<file path="src/rtl/rr_arb4.sv">
// Four-requester round-robin arbiter with a bounded hold time per grant.
// The one-hot grant comes from a dec2to4 instance fed by the registered index/enable.

module dec2to4 (
  input  logic [1:0] i_idx,
  input  logic       i_en,
  output logic [3:0] o_dec
);

  always_comb begin
    o_dec = 4'b0000;
    if (i_en) begin
      o_dec[i_idx] = 1'b1;
    end
  end

endmodule

module rr_arb4 #(
  parameter int unsigned MAX_HOLD = 8,
  parameter int unsigned HW       = 8
) (
  input  logic       i_clk,
  input  logic       i_rst,
  input  logic [3:0] i_req,
  input  logic       i_done,
  output logic [1:0] o_grant_idx,
  output logic       o_grant_en,
  output logic [3:0] o_grant,
  output logic       o_timeout
);

  typedef enum logic {
    StIdle,
    StGrant
  } state_e;

  localparam logic [HW-1:0] HoldLast = HW'(MAX_HOLD - 1);

  state_e        r_st;
  logic [1:0]    r_ptr;
  logic [1:0]    r_owner;
  logic [HW-1:0] r_hold_cnt;
  logic          r_timeout;

  state_e        w_st_next;
  logic [1:0]    w_ptr_next;
  logic [1:0]    w_owner_next;
  logic [HW-1:0] w_hold_next;
  logic          w_timeout_next;

  logic [1:0]    w_pick;
  logic          w_pick_valid;
  logic          w_rel_done;
  logic          w_rel_drop;
  logic          w_rel_max;
  logic          w_release;

  // Walk offsets 3..0 so the smallest offset from r_ptr with a request wins.
  always_comb begin
    logic [1:0] cand;
    w_pick       = 2'd0;
    w_pick_valid = 1'b0;
    for (int i = 3; i >= 0; i--) begin
      cand = r_ptr + 2'(i);
      if (i_req[cand]) begin
        w_pick       = cand;
        w_pick_valid = 1'b1;
      end
    end
  end

  assign w_rel_done = i_done;
  assign w_rel_drop = ~i_req[r_owner];
  assign w_rel_max  = (r_hold_cnt == HoldLast);
  assign w_release  = w_rel_done | w_rel_drop | w_rel_max;

  always_comb begin
    w_st_next      = r_st;
    w_ptr_next     = r_ptr;
    w_owner_next   = r_owner;
    w_hold_next    = r_hold_cnt;
    w_timeout_next = 1'b0;
    unique case (r_st)
      StIdle: begin
        if (w_pick_valid) begin
          w_owner_next = w_pick;
          w_hold_next  = '0;
          w_st_next    = StGrant;
        end
      end
      StGrant: begin
        if (w_release) begin
          w_st_next      = StIdle;
          w_ptr_next     = r_owner + 2'd1;
          w_hold_next    = '0;
          // A timeout is reported only when the hold limit alone ends the grant.
          w_timeout_next = w_rel_max & ~w_rel_done & ~w_rel_drop;
        end else begin
          w_hold_next = r_hold_cnt + HW'(1);
        end
      end
      default: begin
        w_st_next = StIdle;
      end
    endcase
  end

  always_ff @(posedge i_clk) begin
    if (i_rst) begin
      r_st       <= StIdle;
      r_ptr      <= 2'd0;
      r_owner    <= 2'd0;
      r_hold_cnt <= '0;
      r_timeout  <= 1'b0;
    end else begin
      r_st       <= w_st_next;
      r_ptr      <= w_ptr_next;
      r_owner    <= w_owner_next;
      r_hold_cnt <= w_hold_next;
      r_timeout  <= w_timeout_next;
    end
  end

  assign o_grant_idx = r_owner;
  assign o_grant_en  = (r_st == StGrant);
  assign o_timeout   = r_timeout;

  dec2to4 u_dec (
    .i_idx (r_owner),
    .i_en  (o_grant_en),
    .o_dec (o_grant)
  );

endmodule

</file>
<file path="config.mk">
export PLATFORM = sky130hd
export DESIGN_NAME = rr_arb4
export DESIGN_NICKNAME = d
export VERILOG_FILES = /design/src/rtl/rr_arb4.sv
export SDC_FILE = /design/constraint.sdc
export NUM_CORES = 1
export LEC_CHECK = 0
export ABC_AREA = 0
export CAP_MARGIN = 25
export CORE_UTILIZATION = 37
export DETAILED_ROUTE_END_ITERATION = 8
export PLACE_DENSITY_LB_ADDON = 0.3
export SLEW_MARGIN = 40
export SYNTH_ARGS = -nofsm -noshare
export SYNTH_HDL_FRONTEND = slang
export SYNTH_SLANG_ARGS = --single-unit
</file>
<file path="constraint.sdc">
create_clock -name i_clk -period 4.8 [get_ports i_clk]
set_input_delay 1.2 -clock i_clk [delete_from_list [all_inputs] [get_ports i_clk]]
set_output_delay 1.2 -clock i_clk [all_outputs]
set_load 0.01 [all_outputs]
</file>
Yosys cells after proc, flatten, opt, wreduce, memory -nomap -nowiden
Cells that the tools add are included.
{"block": "op_classes", "n_addsub": 5, "order_cmp": 6, "eq_ne": 2, "mux": 27, "bitwise_logic": 8, "n_reduce_logical": 4}
{"operator": "8-bit two-way mux", "count": 2}
{"operator": "8-bit case mux with 2 select lines", "count": 1}
{"operator": "2-bit by 3-bit less-than comparator with 1-bit output (second input constant)", "count": 5}
{"operator": "1-bit two-way mux", "count": 12}
{"operator": "1-bit binary-select mux with 2-bit select", "count": 5}
{"operator": "8-bit by 1-bit adder with 8-bit output (second input constant)", "count": 1}
{"operator": "8-bit by 3-bit == test with 1-bit output (second input constant)", "count": 1}
{"operator": "2-bit two-way mux", "count": 4}
{"operator": "2-bit by 1-bit adder with 2-bit output (second input constant)", "count": 2}
{"operator": "2-bit adder (second input constant)", "count": 2}
{"operator": "4-bit two-way mux", "count": 1}
{"operator": "1-bit inverter", "count": 4}
{"operator": "2-bit AND reduction", "count": 2}
{"operator": "3-bit OR reduction", "count": 1}
{"operator": "1-bit AND", "count": 2}
{"operator": "1-bit demux with 2-bit select", "count": 1}
{"operator": "2-bit by 1-bit >= comparator with 1-bit output (second input constant)", "count": 1}
{"operator": "2-bit inequality test (second input constant)", "count": 1}
{"operator": "1-bit OR", "count": 2}
{"operator": "1-bit case mux with 2 select lines", "count": 1}
{"operator": "1-bit logical AND", "count": 1}
{"block": "word_totals", "ff_bits": 14, "inputBits": 7, "out_inout_bits": 8, "elab_cells": 57}

Logic depth before layout (Yosys ltp)
{"block": "depth", "word_depth": 9, "mapped_depth": 5, "ltp_nobuf": 5}

Modules after synthesis
A second synthesis with hierarchy kept.
{"block": "unflattened", "hier_cells": 104, "hier_area_um2": 880.8}
{"module": "rr_arb4", "n_inst": 1, "cells_per_inst": 100, "area_per_inst_um2": 843.3, "seq_area_each_um2": 280.3}
{"module": "dec2to4", "n_inst": 1, "cells_per_inst": 4, "area_per_inst_um2": 37.5, "seq_area_each_um2": 0.0}

Worst setup path before layout
Ideal clock, no wire load.
{"block": "synth_path", "path_type": "input port to flip-flop", "from": "input port i_req[2]", "to": "register r_hold_cnt[3]", "setup_ps": 122, "t_arrival_ps": 2247, "t_required_ps": 4678, "path_slack_ps": 2431, "cell_stages": 4, "path_buffers": 0, "cell_sequence": "mux2_2 > a2bb2oi_1 > nor3_1 > a221o_1"}
{"block": "synth_via", "elab_chain_len": 7, "elab_cells_between_ends": 20, "classes_between": "eq/ne (1); mux (16); bitwise (3)"}
{"element": "start, declared", "line": "25", "source": "input logic [3:0] i_req,"}
{"element": "1-bit binary-select mux with 2-bit select, on equally long branches", "line": "66, 74"}
{"element": "1-bit two-way mux, on equally long branches", "line": "66, 74"}
{"element": "1-bit two-way mux / 1-bit inverter (equally long branches)", "line": "66, 74"}
{"element": "1-bit two-way mux / 1-bit OR (equally long branches) (2 in a row)", "line": "66, 76"}
{"element": "1-bit two-way mux / 8-bit two-way mux (equally long branches)", "line": "66, 93"}
{"element": "2-bit inequality test (no line) / 8-bit case mux with 2 select lines (equally long branches)"}
{"element": "end signal, assigned", "line": "120", "source": "r_hold_cnt <= w_hold_next;"}
{"element": "end, declared", "line": "43", "source": "logic [HW-1:0] r_hold_cnt;"}
Parallel ways exist; a longest one is shown, timed or not. The select of a mux whose other input is x is not followed.
A chain may end at the register's enable or synchronous reset.

Worst setup path after layout
{"block": "layout_path", "from": "register r_owner[0] (netlist: o_grant_idx[0])", "to": "output port o_grant[2]"}
{"block": "layout_via", "elab_chain_len": 5, "elab_cells_between_ends": 6, "classes_between": "order compare (2); mux (3); reduce/logical (1)"}
{"element": "start, declared", "line": "42", "source": "logic [1:0] r_owner;"}
{"element": "start signal, assigned", "line": "119", "source": "r_owner <= w_owner_next;"}
{"element": "2-bit by 3-bit less-than comparator with 1-bit output (implied by the code) / 2-bit by 1-bit >= comparator with 1-bit output (equally long branches)", "line": "13", "source": "o_dec[i_idx] = 1'b1;"}
{"element": "1-bit logical AND (implied by the code)", "line": "13"}
{"element": "1-bit two-way mux (implied by the code)", "line": "13"}
{"element": "1-bit demux with 2-bit select (*)"}
{"element": "4-bit two-way mux (*)", "line": "12", "source": "if (i_en) begin"}
{"element": "end, declared", "line": "29", "source": "output logic [3:0] o_grant,"}
Mark *: on every way between the ends. The rest lies on a longest branch, timed or not.

==> metrics.md <==
| Metric | Value |
|---|---|
| Clock network fraction of design power | `~33%` |
| Max_cap viols | `0` |
| Initial DRC count | `10` |
| Hold path start | `r_hold_cnt[0]$_SDFFE_PP0P_` |
| Total grt overflow | `0` |
| TritonRoute pass-1 iters | `4` |
| #FFs+latches synth | `14` |
| CTS root buf | `clkbuf_4` |
| Worst r2r src | `o_grant_idx[1]$_SDFFE_PP0P_` |
| Slew Limit Fails | `0` |
| Hold Path Depth | `2` |
| First-pass GRT wire length | `3120 um` |
| Status | `completed` |
| DR vias/cell | `5.49` |
| Worst hold endpoint | `r_hold_cnt[0]$_SDFFE_PP0P_` |
| Primary FF master, synth | `dfxtp_1` |
| Number of CTS-inserted buffers | `3` |
| Gpl congestion | `~0.8` |
| Top cells by area, synth | `dfxtp_1 32%, ha_1 7.1%, nor3_1 4.5%` |
| CTS Sinks | `14` |
| Relative slew slack | `55.3%` |
| Hold_buf cts | `0` |
| DIE AREA | `around 2600 um2` |
| Synthesis Warnings | `0` |
| Resize count post-CTS | `0` |
| Worst EP required | `3.60 ns` |
| Reg clk slew, reported paths | `around 0.080 ns` |
| DIE WIDTH | `between 50 and 60 um` |
| Syn Area/Cell | `8.66 um2` |
| Worst Setup Start Kind | `flop` |
| Nets | `130` |
| Kind of end point of the critical path | `output pin` |
| Tmin final | `~2.9 ns` |
| Sequential Power Share | `between 40% and 50%` |
| Post-synth top area share | `31.7%` |
| DRT Wirelength | `1760 um` |
| Critical path class | `reg2out` |
| Fmax | `340 MHz` |
| Layout area overhead | `22.1%` |
| Routed WL per cell | `12.2 um` |
| FP Rows | `17` |
| Final setup viols | `0` |
| Routed Antenna Nets | `0` |
| Static Leak | `a little under 0.0004 uW` |
| Post-CTS setup buffer count | `0` |
| Worst VDD drop | `roughly 0.18 mV` |
| DRC violations left | `0` |
| Ys async rst share | `0%` |
| Clock skew | `0.00199 ns` |
| Psw | `~66 uW` |
| WHS | `about 0.49 ns` |
| Switch share | `25.8%` |
| Tot GR Track Use | `16.1%` |
| Sequential fraction of the synthesis area | `31.7%` |
| Clock latency at the later pin of the worst-skew pair | `between 0.2 and 0.3 ns` |
| Cell with the most instances after synthesis | `dfxtp_1` |
| Initial antenna violation count | `0` |
| Hold Violations, Final | `0` |
| Die Ht | `just over 50 um` |
| EDFF count, synth | `0` |
| Cell Area, Synth | `883 um2` |
| FF-to-FF End | `r_hold_cnt[3]$_SDFFE_PP0P_` |
| PD cells | `~240 nW/um2` |
| Most frequent cells after synthesis | `14 x dfxtp_1, 10 x nand2_1, 8 x nor3_1` |
| DP Wirelength | `between 1000 and 1500 um` |
| Reg2Reg Depth | `4` |
| Unrepaired setup endpoints after global routing | `no` |
| Max clock buf depth | `2` |
| Core area | `2230 um2` |
| Initial Util | `approximately 40%` |
| Flop-to-flop setup slack | `2.79 ns` |
| Vias in the first global route | `about 730` |
| Worst Tran Pin Value | `roughly 0.67 ns` |
| DR vias | `around 800` |
| Largest net degree at the start of global routing | `19` |
| Layout cells sized above 1 | `between 10% and 20%` |
| Syn Inst Count | `102` |
| CTS HTree Levels | `1` |
| Final worst-path cycle share | `between 60% and 70%` |
| Syn nets | `about 110` |
| Post-synth cell types | `40` |
| HP Class | `reg2reg` |
| Port bufs | `14` |
| Area leader, netlist | `dfxtp_1` |
| CTS tree | `yes` |
| Crit path DAT | `between 1.5 and 2 ns` |
| Setup tns final | `0 ns` |
| # IOs | `15` |
| Internal power | `approximately 190 uW` |
| Critical path fanouts, max | `10` |
| Comb pwr share | `between 10% and 20%` |
| # diodes | `0` |
[power by group through the flow]
stage | logic [uW] | clock network (uW) | registers, uW
after global routing | 51.0 | 93.0 | 129
final | 45.6 | 84.9 | 127
after CTS | 45.8 | 88.3 | 127
after global placement | 45.2 | 0 | 130
after floorplan | 28.5 | 0 | 128
after detailed placement | 45.4 | 0 | 130
[routing by layer]
metal,vias to the layer above,routed length [um],track usage (%)
met5,-,0,0
met4,0,0,2.78
met3,0,151,5.65
met2,29,757,24.2
met1,363,855,22.3
li1,404,-,-
[state kept, by name, summed over array words and instances, names as in the netlist]
signal and cells:
o_grant_idx 2, o_grant_en 1, r_hold_cnt 8, r_ptr 2, o_timeout 1
[worst max-delay path by stage]
stage	slack (ns)	from	endpoint	cells after the start
2_1_floorplan	2.43	i_req[2]	r_hold_cnt[3]$_SDFFE_PP0P_	4
3_3_place_gp	1.68	i_req[3]	r_hold_cnt[3]$_SDFFE_PP0P_	5
3_5_place_dp	1.64	i_req[3]	r_hold_cnt[3]$_SDFFE_PP0P_	5
4_1_cts	1.85	o_grant_idx[0]$_SDFFE_PP0P_	o_grant[2]	4
5_1_grt	1.74	o_grant_idx[0]$_SDFFE_PP0P_	o_grant[2]	4
6_report	1.86	o_grant_idx[0]$_SDFFE_PP0P_	o_grant[2]	4
[cell families after synthesis]
logic type	after synthesis	share of synthesized area [%]
compound gates	23	20.7
xor+xnor	2	1.98
fa+ha+maj	5	7.08
buf+inv	6	3.12
flops	14	31.7
mux	5	6.51
simple gates	47	28.9
[area by class of cell]
class                   instances  area, um2
fillers                       215       1150
multi-input cells              82        576
flip-flops and latches         14        280
repair buffers                 14        140
clock buffers                   4       36.3
well taps                      28       35.0
inverters                       3       11.3
[through the flow]
stage / setup slack, ns / std cells / util [%] / cell area [um2] / total power [uW]
after CTS: 1.85 / 145 / 48.3 / 1080 / 261
after global placement: 1.68 / 141 / 46.7 / 1040 / 175
after global routing: 1.74 / 145 / 48.3 / 1080 / 273
after detailed placement: 1.64 / 141 / 46.7 / 1040 / 176
after floorplan: 2.43 / 102 / - / 883 / 156
final: 1.86 / 145 / 48.3 / 1080 / 258
[critical path, stage by stage (launching register included)]
cell and delay [ns]:
dfxtp_1 0.53, inv_1 0.11, ha_1 0.20, and2_1 0.14
clkdlybuf4s50_1 0.47
[placed cells by master (no fill, tap or decap), types with 2 or more instances in the layout]
master,Yosys,routed
nor3b_1,2,2
o21a_1,2,2
clkdlybuf4s50_1,0,14
a21oi_1,6,6
clkbuf_4,0,3
nor2_1,7,7
and2_1,4,4
nor3_1,8,8
o21ai_0,2,2
mux2i_1,2,2
mux2_2,2,2
nor4_1,2,2
inv_1,3,3
nand2_1,10,10
xor2_1,2,2
a22o_2,2,2
nand3_1,2,2
dfxtp_1,14,14
nand2b_1,4,4
ha_1,5,5
Note: power is estimated with default switching activity, not from simulation.
